===== config.mk =====
export PLATFORM = sky130hd
export DESIGN_NAME = pangya_judge
export DESIGN_NICKNAME = d
export VERILOG_FILES = /design/src/rtl/pangya_pkg.sv /design/src/rtl/pangya_judge_btn_sync_edge.sv /design/src/rtl/pangya_judge.sv
export SDC_FILE = /design/constraint.sdc
export NUM_CORES = 1
export LEC_CHECK = 0
export CORE_AREA = 3 3 91 93
export DETAILED_ROUTE_END_ITERATION = 8
export DIE_AREA = 0 0 94 96
export DONT_BUFFER_PORTS = 1
export HOLD_SLACK_MARGIN = 0.12
export PLACE_DENSITY = 0.7
export SETUP_SLACK_MARGIN = 0.1
export SYNTH_ARGS = -nofsm -noshare
export SYNTH_HDL_FRONTEND = slang
export SYNTH_SLANG_ARGS = --single-unit

===== constraint.sdc =====
create_clock -name Pclk -period 5.9 [get_ports Pclk]
set_clock_uncertainty 0.1 [all_clocks]
set_input_delay 0.295 -clock Pclk [delete_from_list [all_inputs] [get_ports Pclk]]
set_output_delay 0.295 -clock Pclk [all_outputs]
set_load 0.01 [all_outputs]

===== src/rtl/pangya_pkg.sv =====
// Shared encodings for the Pangya attack-phase judge: FSM states, grades,
// the game-state code that arms the judge and screen/flash geometry.
package pangya_pkg;

   typedef enum logic [2:0] {
      ST_IDLE  = 3'd0,
      ST_ARMED = 3'd1,
      ST_LOCK  = 3'd2,
      ST_SCORE = 3'd3,
      ST_MISS  = 3'd4,
      ST_SHOW  = 3'd5,
      ST_DONE  = 3'd6,
      ST_WAIT  = 3'd7
   } judge_state_e;

   localparam logic [2:0] ATTACK_STATE_CODE = 3'b100;

   localparam logic [1:0] GRADE_MISS    = 2'd0;
   localparam logic [1:0] GRADE_OK      = 2'd1;
   localparam logic [1:0] GRADE_GOOD    = 2'd2;
   localparam logic [1:0] GRADE_PERFECT = 2'd3;

   localparam logic [9:0] SCREEN_X_LAST = 10'd639;
   localparam logic [9:0] SCREEN_Y_LAST = 10'd479;

   localparam logic [9:0] FLASH_LEFT  = 10'd8;
   localparam logic [9:0] FLASH_RIGHT = 10'd12;
   localparam logic [9:0] FLASH_Y_TOP = 10'd282;
   localparam logic [9:0] FLASH_Y_BOT = 10'd328;

endpackage


===== src/rtl/pangya_judge_btn_sync_edge.sv =====
// Brings the asynchronous attack button into the Pclk domain and turns each
// rising edge into a single-cycle press pulse.
module btn_sync_edge (
   input  logic Pclk,
   input  logic rst_n,
   input  logic btn_i,
   output logic press_o
);

   logic sync1_q;
   logic sync2_q;
   logic prev_q;

   always_ff @(posedge Pclk or negedge rst_n) begin
      if (!rst_n) begin
         sync1_q <= 1'b0;
         sync2_q <= 1'b0;
         prev_q  <= 1'b0;
      end else begin
         sync1_q <= btn_i;
         sync2_q <= sync1_q;
         prev_q  <= sync2_q;
      end
   end

   assign press_o = sync2_q & ~prev_q;

endmodule


===== src/rtl/pangya_judge.sv =====
// Attack-phase timing judge: waits for the attack press, freezes and grades the
// tab position, shows a hit flash for a number of frames, then strobes the result.
module pangya_judge
   import pangya_pkg::*;
#(
   parameter int unsigned CENTER_X       = 300,
   parameter int unsigned PERFECT_W      = 4,
   parameter int unsigned GOOD_W         = 20,
   parameter int unsigned OK_W           = 60,
   parameter logic [7:0]  MAX_DMG        = 8'd40,
   parameter int unsigned TIMEOUT_FRAMES = 180,
   parameter int unsigned SHOW_FRAMES    = 30,
   parameter logic [2:0]  ATTACK_STATE   = ATTACK_STATE_CODE
) (
   input  logic       Pclk,
   input  logic       rst_n,
   input  logic [9:0] xx,
   input  logic [9:0] yy,
   input  logic       aactive,
   input  logic [2:0] state,
   input  logic [9:0] tab_x,
   input  logic       btn_attack,
   output logic       tab_freeze,
   output logic       hitflashOn,
   output logic       hit_valid,
   output logic [1:0] grade,
   output logic [7:0] damage,
   output logic       judge_busy
);

   judge_state_e state_q, state_d;
   logic [15:0]  timeoutCnt_q, timeoutCnt_d;
   logic [15:0]  frameCnt_q, frameCnt_d;
   logic [9:0]   lx_q, lx_d;
   logic [1:0]   grade_q, grade_d;
   logic [7:0]   damage_q, damage_d;
   logic         flash_q, flash_d;

   logic         press;
   logic         frameTick;
   logic         inAttack;
   logic signed [10:0] diff;
   logic signed [10:0] negDiff;
   logic [9:0]   dx;
   logic [1:0]   scoreGrade;
   logic [7:0]   scoreDamage;
   logic [9:0]   flashLo;
   logic [10:0]  hiSum;
   logic [9:0]   flashHi;

   btn_sync_edge uSync (
      .Pclk    (Pclk),
      .rst_n   (rst_n),
      .btn_i   (btn_attack),
      .press_o (press)
   );

   assign frameTick = (xx == SCREEN_X_LAST) && (yy == SCREEN_Y_LAST);
   assign inAttack  = (state == ATTACK_STATE);

   // Signed distance of the frozen tab from the bar centre, folded to a magnitude.
   always_comb begin
      diff        = $signed({1'b0, lx_q}) - $signed(11'(CENTER_X));
      negDiff     = -diff;
      dx          = diff[10] ? negDiff[9:0] : diff[9:0];
      scoreGrade  = GRADE_MISS;
      scoreDamage = 8'd0;
      if (dx <= 10'(PERFECT_W)) begin
         scoreGrade  = GRADE_PERFECT;
         scoreDamage = MAX_DMG;
      end else if (dx <= 10'(GOOD_W)) begin
         scoreGrade  = GRADE_GOOD;
         scoreDamage = MAX_DMG >> 1;
      end else if (dx <= 10'(OK_W)) begin
         scoreGrade  = GRADE_OK;
         scoreDamage = MAX_DMG >> 2;
      end
   end

   // Flash rectangle is clipped to the visible screen instead of wrapping.
   always_comb begin
      flashLo = (lx_q < FLASH_LEFT) ? 10'd0 : (lx_q - FLASH_LEFT);
      hiSum   = {1'b0, lx_q} + {1'b0, FLASH_RIGHT};
      flashHi = (hiSum > {1'b0, SCREEN_X_LAST}) ? SCREEN_X_LAST : hiSum[9:0];
      flash_d = aactive && (state_q == ST_SHOW) && inAttack &&
                (xx >= flashLo) && (xx <= flashHi) &&
                (yy >= FLASH_Y_TOP) && (yy <= FLASH_Y_BOT);
   end

   always_comb begin
      state_d      = state_q;
      timeoutCnt_d = timeoutCnt_q;
      frameCnt_d   = frameCnt_q;
      lx_d         = lx_q;
      grade_d      = grade_q;
      damage_d     = damage_q;
      unique case (state_q)
         ST_IDLE: begin
            if (inAttack) begin
               state_d      = ST_ARMED;
               timeoutCnt_d = 16'd0;
            end
         end
         ST_ARMED: begin
            // A press on the terminal timeout tick still counts as a hit.
            if (!inAttack) begin
               state_d = ST_IDLE;
            end else if (press) begin
               state_d = ST_LOCK;
            end else if (frameTick) begin
               timeoutCnt_d = timeoutCnt_q + 16'd1;
               if (timeoutCnt_q == 16'(TIMEOUT_FRAMES - 1)) begin
                  state_d = ST_MISS;
               end
            end
         end
         ST_LOCK: begin
            lx_d    = tab_x;
            state_d = inAttack ? ST_SCORE : ST_IDLE;
         end
         ST_SCORE: begin
            if (!inAttack) begin
               state_d = ST_IDLE;
            end else begin
               grade_d    = scoreGrade;
               damage_d   = scoreDamage;
               frameCnt_d = 16'd0;
               state_d    = ST_SHOW;
            end
         end
         ST_MISS: begin
            if (!inAttack) begin
               state_d = ST_IDLE;
            end else begin
               grade_d    = GRADE_MISS;
               damage_d   = 8'd0;
               frameCnt_d = 16'd0;
               state_d    = ST_SHOW;
            end
         end
         ST_SHOW: begin
            if (!inAttack) begin
               state_d = ST_IDLE;
            end else if (frameTick) begin
               frameCnt_d = frameCnt_q + 16'd1;
               if (frameCnt_q == 16'(SHOW_FRAMES - 1)) begin
                  state_d = ST_DONE;
               end
            end
         end
         ST_DONE: begin
            state_d = ST_WAIT;
         end
         ST_WAIT: begin
            if (!inAttack) begin
               state_d = ST_IDLE;
            end
         end
         default: begin
            state_d = ST_IDLE;
         end
      endcase
   end

   always_ff @(posedge Pclk or negedge rst_n) begin
      if (!rst_n) begin
         state_q      <= ST_IDLE;
         timeoutCnt_q <= 16'd0;
         frameCnt_q   <= 16'd0;
         lx_q         <= 10'd0;
         grade_q      <= GRADE_MISS;
         damage_q     <= 8'd0;
         flash_q      <= 1'b0;
      end else begin
         state_q      <= state_d;
         timeoutCnt_q <= timeoutCnt_d;
         frameCnt_q   <= frameCnt_d;
         lx_q         <= lx_d;
         grade_q      <= grade_d;
         damage_q     <= damage_d;
         flash_q      <= flash_d;
      end
   end

   assign tab_freeze = (state_q == ST_LOCK) || (state_q == ST_SCORE) ||
                       (state_q == ST_MISS) || (state_q == ST_SHOW)  ||
                       (state_q == ST_DONE) || (state_q == ST_WAIT);
   assign judge_busy = (state_q != ST_IDLE) && (state_q != ST_WAIT);
   assign hit_valid  = (state_q == ST_DONE);
   assign hitflashOn = flash_q;
   assign grade      = grade_q;
   assign damage     = damage_q;

endmodule

==> key figures <==
Floorplanning
  • Site Rows: 32
  • # IOs: 51
  • Die Area: around 9000 sq um
  • DIE HEIGHT: between 90 and 100 um
  • Initial Util: 0.546
  • Core ar.: around 7600 sq um
  • Die width: 94 um

Synthesis
  • Seq/Total Area, Yosys: 0.325
  • Synth area leader: dfrtp_1
  • Synthesized area: 4160 sq um
  • Top cells by area, synth: dfrtp_1 33%, ha_1 9.0%, xnor2_1 5.5%, nor2_1 4.8%, nand2_1 3.5%
  • Ys flop type: dfrtp_1
  • Top-area cell type share of the netlist area: 0.325
  • Synth Warn #: 0
  • #FFs+latches synth: between 50 and 60
  • Post-synth ARST share: 1.00
  • Avg Synthesized Cell Area: 8.57 sq um
  • Netlist cell types: 67
  • Number of flops mapped to enable cells by yosys: 0
  • Gate Count Post-Synth: 485

Critical path
  • Critical path arrival: roughly 3.8 ns
  • Worst Path Class, Setup: reg2reg
  • Startpoint Class: flip-flop
  • WP data required: 6.00 ns
  • CP Buf/Inv Count: 0
  • Delay-heaviest family, CP: compound AO/OA/AOI/OAI gates
  • Most frequent CP cell: a21oi_1
  • CP Capture Type: flip-flop
  • Worst path slowest cell: dfrtp_1
  • Worst path cell trace: ha_1, a21oi_1, nor4bb_1, a21oi_1, a21oi_1, nor2_1, ha_1, a21o_1, a21o_1, a21oi_1, o211ai_1, a221oi_1
  • Crit-path max cell delay: 0.74 ns
  • Crit path max fanout: 18

Finish
  • Filler-free cell count of the finished design: 579
  • Commonest non-fill, non-tap cell in the layout: dfrtp_1
  • Register area: between 1000 and 1500 sq um
  • Commonest cells after routing, fill and taps aside: 54 x dfrtp_1, 53 x nor2_1, 39 x nand2_1
  • Fraction of layout cells with a size suffix above 1: 0.0650
  • Area Growth Syn to Fin: 5.96%
  • # nets final: 543
  • Multi-input logic area: 2600 sq um
  • Fillers: 683
  • # diodes: 0
  • Util after Layout: 0.579

Drt
  • DRT iter0 DRCs: 187
  • Drt via density: a little under 6
  • Max Used Layer: met4
  • DR WL/cell: 15.9 um
  • Met3 wire len: 406 um
  • Initial DRT Pass Iterations: 4
  • WL met2: between 4000 and 5000 um
  • Met1 WL: around 4000 um
  • DR DRC count: 0
  • Vias: roughly 3400
  • Post-Route WL: 9230 um
  • Post-route ant nets: 0

Global route
  • First-pass GRT wire length: between 15000 and 20000 um
  • All-Layer GR Usage: 0.208
  • Initial antenna violation count: 0
  • Largest net degree at the start of global routing: between 50 and 60
  • Vias in the first global route: 3204
  • Grt total ovfl: 0

CTS
  • Cts repair resizes: 0
  • Cts hold-fix bufs: 14
  • Num Clock Sinks: 54
  • # H-tree levels: 2
  • Worst-Skew Late Latency: 0.30 ns
  • CTS tree: built
  • Post-CTS setup buffers: 0
  • Clk buf depth: 2
  • Root Driver: clkbuf_8
  • Reg clk slew, reported paths: 0.10 ns
  • Num CTS Buffers: 5

Place
  • GP Congestion: 0.871
  • Cells after DPL: 557
  • Port bufs: 0
  • DP HPWL: 6630 um

STA
  • RSZ-0062 raised after global routing: false
  • Final number of max-transition violations: 0
  • Slew headroom: 0.388
  • Setup violations, final: 0
  • Sum Neg Setup Slack: 0 ns
  • Fmax: between 200 and 300 MHz
  • Slew at the pin with the worst max-slew slack: 0.914 ns
  • Hold_ws: 0.139 ns
  • Fin. Hold Viols: 0
  • Final min period: 3.66 ns
  • Final period util: 0.620

Power and ir drop
  • VDD IR max: 0.187 mV
  • Pwr per Cell Area: ~210 nW/um^2
  • Lkg Pwr: 1.86 nW

Flow run
  • Max Cap Viol: 0

Outcome
  • Status: complete, no violations

Worst hold path
  • Type of the most critical hold path: in2reg
-- through the flow --
stage | cell area [sq um] | setup WS [ns] | total power [mW]
3_3_place_gp | 4140 | 2.53 | 0.659
5_1_grt | 4400 | 1.91 | 0.987
6_report | 4400 | 2.24 | 0.926
3_5_place_dp | 4140 | 2.32 | 0.666
4_1_cts | 4400 | 2.29 | 0.934
2_1_floorplan | 4160 | 2.79 | 0.623
-- layer usage --
metal	vias up	GRT usage
li1	1712	-
met1	1625	0.267
met2	86	0.360
met3	14	0.0383
met4	0	0.0590
met5	-	0
-- final cells by class --
cell class	count	share of cell area
clock buffer	5	0.0156
sequential	54	0.307
clock inverter	3	0.00909
inverter	15	0.0128
multi-input combinational	386	0.591
tap	102	0.0290
timing repair buffer	14	0.0358
-- path summary, 6_finish.rpt --
path / start / to / slack [ns] / cells past startpoint
worst max-delay path: lx_q[4] / hitflashOn / 2.24 / 12
worst min-delay path: yy[4] / hitflashOn / 0.14 / 3
worst max register to register: lx_q[4] / hitflashOn / 2.24 / 12
worst min register to register: uSync.sync2_q / uSync.prev_q / 0.29 / 0
max in group asynchronous: rst_n / lx_q[6] / 5.06 / 2
min in group asynchronous: rst_n / hitflashOn / 0.41 / 2
-- report_power, final --
group	total [mW]	leakage [nW]	internal, mW	switching (mW)
Combinational	0.260	1.09	0.118	0.142
Clock	0.249	0.0579	0.125	0.123
Sequential	0.417	0.711	0.382	0.0356
Total	0.926	1.86	0.625	0.301
-- state kept, by name (all words and copies together), names as in the netlist --
register       count
timeoutCnt_q      16
state_q            3
hitflashOn         1
lx_q              10
grade              2
damage             3
frameCnt_q        16
uSync.prev_q       1
uSync.sync1_q      1
uSync.sync2_q      1
-- cells in the mapped netlist, types with 5 or more instances --
cell      number
nor3_1        12
buf_4          5
a21oi_1       20
dfrtp_1       54
and2_1         7
a21o_1         8
o21ai_0       23
clkbuf_1      19
nand4b_1       6
a211oi_1       6
nor4_1         9
nand2b_1       8
mux2_2         7
ha_1          30
xnor2_1       26
nor2b_1        6
nor2_1        53
nand4_1       20
inv_1         15
xor2_1        16
nand3_1       18
nand2_1       39
-- worst reg2reg max path: cells and delay by family (launching register included) --
kind,cells,cell delay [ns]
simple gates,2,0.60
compound gates,8,1.57
flops,1,0.74
fa+ha+maj,2,0.56
-- kinds of logic after synthesis --
family	synth area share
AOI/OAI and AO/OA	0.145
xor gates and xnor gates	0.0885
adders and majority gates	0.0927
buffers and inverters	0.0518
DFF	0.325
muxes	0.0190
other	0.000902
and+or+nand+nor	0.277
No activity file was read; power rests on OpenSTA's default activity.
